File: src/rtl/store_buffer.sv
// In-order word store buffer between MEM and data memory, with load forwarding.
// Optional STORE_BUF_COALESCE_EN merges a store into the youngest entry when the word addresses match.
module store_buffer #(
    parameter int DEPTH  = 4,
    parameter int ADDR_W = 32,
    parameter int DATA_W = 32
) (
    input  logic                       clk,
    input  logic                       reset,
    input  logic                       st_valid,
    input  logic [ADDR_W-1:0]          st_addr,
    input  logic [DATA_W-1:0]          st_data,
    input  logic [31:0]                st_pc,
    output logic                       st_ready,
    input  logic [ADDR_W-1:0]          ld_addr,
    output logic                       ld_hit,
    output logic [DATA_W-1:0]          ld_data,
    input  logic                       dm_ready,
    output logic                       dm_we,
    output logic [ADDR_W-1:0]          dm_addr,
    output logic [DATA_W-1:0]          dm_wdata,
    output logic [31:0]                dm_pc,
    output logic [$clog2(DEPTH):0]     count,
    output logic                       overflow
);

    localparam int PTR_W = $clog2(DEPTH);
    localparam int CNT_W = PTR_W + 1;
    localparam logic [PTR_W-1:0] PTR_ONE = PTR_W'(1);

    logic [ADDR_W-3:0] addr_q [DEPTH];
    logic [DATA_W-1:0] data_q [DEPTH];
    logic [31:0]       pc_q   [DEPTH];

    logic [PTR_W-1:0] head_q, head_d, tail_q, tail_d;
    logic [CNT_W-1:0] count_q, count_d;
    logic             overflow_q, overflow_d;

    logic             full, push, pop, coalesce;
    logic [PTR_W-1:0] fwd_idx;
    logic             unused_lsbs;

    assign unused_lsbs = ^{st_addr[1:0], ld_addr[1:0]};

    assign full = (count_q == CNT_W'(DEPTH));

`ifdef STORE_BUF_COALESCE_EN
    logic [PTR_W-1:0] young_idx;
    logic             young_match;

    assign young_idx   = tail_q - PTR_ONE;
    assign young_match = (count_q != '0) && (addr_q[young_idx] == st_addr[ADDR_W-1:2]);
    // A lone entry leaving this cycle cannot absorb the store; it becomes a new entry.
    assign coalesce    = st_valid && young_match && !((count_q == CNT_W'(1)) && dm_ready);
    // When full, count cannot be 1, so dm_ready never reaches st_ready.
    assign st_ready    = !full || young_match;
`else
    assign coalesce    = 1'b0;
    assign st_ready    = !full;
`endif

    assign push  = st_valid && st_ready && !coalesce;
    assign dm_we = (count_q != '0);
    assign pop   = dm_we && dm_ready;

    always_comb begin
        head_d     = head_q;
        tail_d     = tail_q;
        count_d    = count_q;
        overflow_d = overflow_q | (st_valid & ~st_ready);
        if (pop)  head_d = head_q + PTR_ONE;
        if (push) tail_d = tail_q + PTR_ONE;
        case ({push, pop})
            2'b10:   count_d = count_q + CNT_W'(1);
            2'b01:   count_d = count_q - CNT_W'(1);
            default: count_d = count_q;
        endcase
    end

    always_ff @(posedge clk or negedge reset) begin
        if (!reset) begin
            head_q     <= '0;
            tail_q     <= '0;
            count_q    <= '0;
            overflow_q <= 1'b0;
        end else begin
            head_q     <= head_d;
            tail_q     <= tail_d;
            count_q    <= count_d;
            overflow_q <= overflow_d;
        end
    end

    // Entry payload carries no reset; validity comes from head/count alone.
    always_ff @(posedge clk) begin
        if (push) begin
            addr_q[tail_q] <= st_addr[ADDR_W-1:2];
            data_q[tail_q] <= st_data;
            pc_q[tail_q]   <= st_pc;
        end
`ifdef STORE_BUF_COALESCE_EN
        if (coalesce) begin
            data_q[young_idx] <= st_data;
            pc_q[young_idx]   <= st_pc;
        end
`endif
    end

    // Walk oldest to youngest so the last match, the youngest, wins.
    always_comb begin
        ld_hit  = 1'b0;
        ld_data = '0;
        fwd_idx = '0;
        for (int k = 0; k < DEPTH; k++) begin
            fwd_idx = head_q + PTR_W'(k);
            if ((CNT_W'(k) < count_q) && (addr_q[fwd_idx] == ld_addr[ADDR_W-1:2])) begin
                ld_hit  = 1'b1;
                ld_data = data_q[fwd_idx];
            end
        end
    end

    assign dm_addr  = {addr_q[head_q], 2'b00};
    assign dm_wdata = data_q[head_q];
    assign dm_pc    = pc_q[head_q];
    assign count    = count_q;
    assign overflow = overflow_q;

endmodule

File: config.mk
export PLATFORM = sky130hd
export DESIGN_NAME = store_buffer
export DESIGN_NICKNAME = d
export VERILOG_FILES = /design/src/rtl/store_buffer.sv
export SDC_FILE = /design/constraint.sdc
export NUM_CORES = 1
export LEC_CHECK = 0
export ABC_AREA = 1
export BUFFER_PORTS_ARGS = -buffer_cell sky130_fd_sc_hd__buf_2
export CAP_MARGIN = 10
export CORE_UTILIZATION = 37
export CTS_CLUSTER_SIZE = 24
export DETAILED_ROUTE_END_ITERATION = 7
export HOLD_SLACK_MARGIN = 0.15
export PLACE_DENSITY = 0.64
export SYNTH_ARGS = -nofsm -noshare
export SYNTH_HDL_FRONTEND = slang
export SYNTH_SLANG_ARGS = --single-unit
File: constraint.sdc
create_clock -name clk -period 9.5 [get_ports clk]
set_input_delay 0.95 -clock clk [delete_from_list [all_inputs] [get_ports clk]]
set_output_delay 0.95 -clock clk [all_outputs]
set_load 0.01 [all_outputs]
## Word-level counts from Yosys, hierarchy flattened

Memory sizes are Yosys's and may differ from the RTL's.
Cells that the tools add are included.

- Flip-flop bits (word level): 8
- RAM bits: 376
- Bits of input ports: 132
- Logic and storage cells: 46
- Memories: 3

- Add/sub/neg operators: 6
- Order comparisons: 4
- Equality and inequality tests: 7
- Mux-type cells: 11
- Bitwise logic cells: 2
- Reduce and logical (&&, ||, !) cells: 9

Memory list:

| memory | words | bits a word | read ports | clocked after Yosys merged registers in | wr ports | RTL line | text |
|---|---|---|---|---|---|---|---|
| data_q | 4 | 32 | 4 | 0 | 1 | 32 | `logic [DATA_W-1:0] data_q [DEPTH];` |
| pc_q | 4 | 32 | 1 | 0 | 1 | 33 | `logic [31:0] pc_q [DEPTH];` |
| addr_q | 4 | 30 | 4 | 0 | 1 | 31 | `logic [ADDR_W-3:0] addr_q [DEPTH];` |

Operators by type and width:

| operator | count |
|---|---|
| 2-to-1 mux 32 bit | 4 |
| equality test 30 bit | 4 |
| logical AND 1 bit | 6 |
| < comparator 1 x 3 -> 1 bit (first input constant) | 2 |
| < comparator 2 x 3 -> 1 bit (first input constant) | 2 |
| 2-to-1 mux 1 bit | 6 |
| case mux 3 bit (2 select lines) | 1 |
| adder 2 x 1 -> 2 bit (second input constant) | 2 |
| adder 2 bit (second input constant) | 2 |
| adder 3 x 1 -> 3 bit (second input constant) | 1 |
| equality test 3 bit (second input constant) | 1 |
| nonzero test 3 bit | 1 |
| subtractor 3 x 1 -> 3 bit (second input constant) | 1 |
| equality test 2 x 1 -> 1 bit (second input constant) | 1 |
| equality test 2 bit (second input constant) | 1 |
| nonzero test 2 bit | 1 |
| AND 1 bit | 1 |
| logical NOT 1 bit | 1 |
| OR 1 bit | 1 |

## Logic depth before layout (Yosys ltp)

An unclocked memory read counts as a cell.

- Word-level depth: 7
- Depth in mapped cells: 21

## Least setup slack after synthesis

Ideal clock, no wire load.

- Kind: input to register
- From: input port st_valid
- To: memory addr_q[0][0] (netlist name), enable pin
- Data arrival time: 5.048 ns
- Path slack: 3.904 ns
- Stages on the path: 2
- Buffers on the path: 0
- Cells stage by stage: nand2_1 nor2_1

- Cells in the longest elaborated chain, start to end: 3

RTL lines:

| what | RTL line | text |
|---|---|---|
| start: declaration | 10 | `input logic st_valid,` |
| logical AND 1 bit | 62 | `assign push = st_valid && st_ready && !coalesce;` |
| 2-to-1 mux 1 bit | 96 | `if (push) begin` |
| 2-to-1 mux 1 bit (not written as such) | 97 | `addr_q[tail_q] <= st_addr[ADDR_W-1:2];` |
| end: declaration | 31 |  |

No other way between the ends.

## Worst setup path after layout

- From: register head_q[0]
- To: output port ld_data[22]

- Cells in the longest elaborated chain, start to end: 7
- Elaborated cells on any way between the ends: 17

RTL lines:

| what | RTL line | text |
|---|---|---|
| start: declaration | 35 | `logic [PTR_W-1:0] head_q, head_d, tail_q, tail_d;` |
| start signal: assignment | 82 | `head_q <= '0;` |
| start signal: assignment | 87 | `head_q <= head_d;` |
| adder 2 x 1 -> 2 bit or memory read (4 x 30 bit) (tied branches) | - |  |
| memory read (4 x 30 bit) or equality test 30 bit (tied branches) | - |  |
| equality test 30 bit or logical AND 1 bit (tied branches) | 116 | `if ((CNT_W'(k) < count_q) && (addr_q[fwd_idx] == ld_addr[ADDR_W-1:2])) begin` |
| logical AND 1 bit or 2-to-1 mux 32 bit (tied branches) | 116 |  |
| 2-to-1 mux 32 bit (2 in a row) | 116 |  |
| 2-to-1 mux 32 bit (*) | 116 |  |
| end: declaration | 17 | `output logic [DATA_W-1:0] ld_data,` |

Mark *: on every way between the ends. The rest lies on a longest branch, timed or not.

==> metrics <==
top_reg_cell synth edfxtp_1; drt pass-1 iters 7; worst hold path type input pin to asynchronous set/reset pin; first-pass GRT wire length 99300 um; FF+latch count, synth 384; Final Total Pwr about 8400 uW; clock-pin slew of the registers on the worst-case setup and hold paths roughly 60 ps; initial antenna violation count 19; drt wl/cell between 15 and 20 um; die width roughly 250 um; Seq/Total Area, Yosys 51.8%; global route overflow 0; via/cell ratio approximately 5.1; Synth area leaders edfxtp_1 (51%), nand2_1 (19%), nand3_1 (9.7%), o21ai_0 (4.4%), inv_1 (3.5%); core area 59100 um2; layout cells sized above 1 roughly an eighth; Static Leak about 0.012 uW; # DRC 42; FF-to-FF path depth 7; routed wire length roughly 66000 um; pwr/cell area between 300 and 400 nW/um2; CTS tree done; crit path DAT about 6200 ps; status complete, but fails checks; Slew @ Worst Pin ~1100 ps; unrepaired setup endpoints after global routing false; final setup fails 0; cts bufs inserted 44; fin crit share between 70% and 80%; Post-Syn Instances between 2000 and 3000; Worst R2R Start count[0]; EDFF count, synth roughly 380; drt first-iter violations approximately 1600; max_cap viols 0; worst path required time 8550 ps; clk root buf clkbuf_16; Mapped Avg Cell Area between 8 and 9 um2; buffers added on ports 260; # resized after CTS 0; Final Util 42.9%; final hold violations 0; CTS sink cnt around 380; Final Max Slew Viols 0; count of distinct cell types in the synthesized netlist 31; clock latency on the worst-skew pair roughly 580 ps; hold buffer count at CTS 0; VDD IR max 0.227 mV; # H-tree levels 2; I/O pin count 267; Nets about 3100; dominant cell type by area after synthesis edfxtp_1; Initial Util 37.5%; Max FO, Critical Path 75; largest net degree at the start of global routing 166; Placed Cells 3675; skew final between 20 and 25 ps; Ys Warns 0; Min Clock Period, post-route between 7000 and 8000 ps; vias post-DR 19146; Post-DRT Antenna Nets 0; share of the synthesized area in the top cell type approximately half; die footprint 61000 um2; Rows 89; fin cells between 3000 and 4000; Mapped Area 22200 um2; worst reg2reg setup slack roughly 6000 ps; crit end category output port; All-Layer GR Usage 21.4%; Die H ~250 um; setup tns final 0 ps; HPWL after detailed placement between 40000 and 50000 um; worst reg2reg endpoint data_q[1][16]; WS Path Type register to output port; # Post-CTS Setup Buffers 0; area grow syn2layout 14.3%; Min Hold Slack 226 ps; most frequent cells after synthesis nand2_1 (1145), nand3_1 (430), edfxtp_1 (376); Max Freq around 140 MHz; relative slew slack between 20% and 30%; ys async rst share 2.08%; vias in the first global route 17393; failing checks DRC; most common cell in the netlist nand2_1; CP Launch Type register; buffer depth of the longest clock path 3; RePlAce Congestion about 0.9
[kinds of logic after synthesis]
kind of cell             count (synthesis)  share of synthesized area [%]
AO/OA/AOI/OAI                          256                           6.23
XOR/XNOR                                 9                          0.355
flip-flops                             384                           51.8
multiplexers                            62                           2.80
adder cells (fa/ha/maj)                  9                          0.507
other                                    1                         0.0169
buffers and inverters                  362                           7.19
AND/OR/NAND/NOR                       1683                           31.2
[report_power, final]
| part | leakage, uW | total, uW | internal, uW | switching [uW] |
|---|---|---|---|---|
| combinational | 0.00750 | 4350 | 1300 | 3050 |
| sequential | 0.00353 | 2420 | 2240 | 177 |
| clock | 0.000700 | 1680 | 998 | 684 |
[registers in the layout, indices dropped and copies added, names as in the netlist]
signal,cells
head_q,2
data_q,128
pc_q,128
overflow,1
tail_q,2
count,3
addr_q,120
[worst max-delay path by stage]
| stage | startpoint | slack (ps) | end | depth (start not counted) |
|---|---|---|---|---|
| floorplan | st_valid | 3900 | addr_q[0][0] | 2 |
| global placement | head_q[0] | 2940 | ld_data[22] | 18 |
| detailed placement | head_q[0] | 2870 | ld_data[22] | 18 |
| CTS | head_q[0] | 2250 | ld_data[22] | 18 |
| global route | head_q[0] | 1810 | ld_data[24] | 18 |
| finish | head_q[0] | 2310 | ld_data[22] | 18 |
[area by class of cell]
class / instances / area (um2)
Inverter: 212 / 803
Tap cell: 773 / 967
Antenna cell: 14 / 35.0
Sequential cell: 384 / 11500
Clock inverter: 28 / 269
Fill cell: 5854 / 33800
Timing Repair Buffer: 285 / 1500
Multi-Input combinational cell: 2021 / 9160
Clock buffer: 50 / 1140
[placed cells by master, fill, tap and decap left out, drive strengths merged, types with 2 or more instances in the layout]
master,synthesis,routed
nand4,11,11
o21ai,214,214
dfrtp,8,8
diode,0,14
nand2,1149,1149
mux2i,62,62
xor2,7,7
clkbuf,46,50
o211ai,7,7
ha,9,9
a22oi,32,32
conb,1,2
a21oi,2,2
clkinv,0,20
buf,104,285
nand3,430,430
edfxtp,376,376
bufinv,0,5
inv,212,214
nor2,91,91
xnor2,2,2
[stage by stage]
| stage | cell area (um2) | setup slack, ps |
|---|---|---|
| detailed placement | 23900 | 2870 |
| global route | 25400 | 1810 |
| CTS | 25300 | 2250 |
| global placement | 23900 | 2940 |
| finish | 25400 | 2310 |
| floorplan | 22200 | 3900 |
[worst max-delay path: stages, from the launching register on]
cell and delay [ps]:
dfrtp_4 700, inv_4 660, nand2_1 230, nand2_4 730
buf_4 680, nand2_1 140, nand3_1 200, nand2_1 80
nor2_1 110, nand2_1 80, nor2_1 100, nand2_1 170
nor2_4 900, nor2_2 70, buf_4 320, nor2_1 140
nand2_1 60, nand2_1 100, buf_2 140
[per-layer routing]
metal  track usage (%)  vias up  routed length, um
li1                  -     9591                  -
met1              26.9     8835              26900
met2              35.7      582              31300
met3              5.42      122               5730
met4              7.10       16               1850
met5                 0        -                 91
Note: power is estimated with default switching activity, not from simulation.
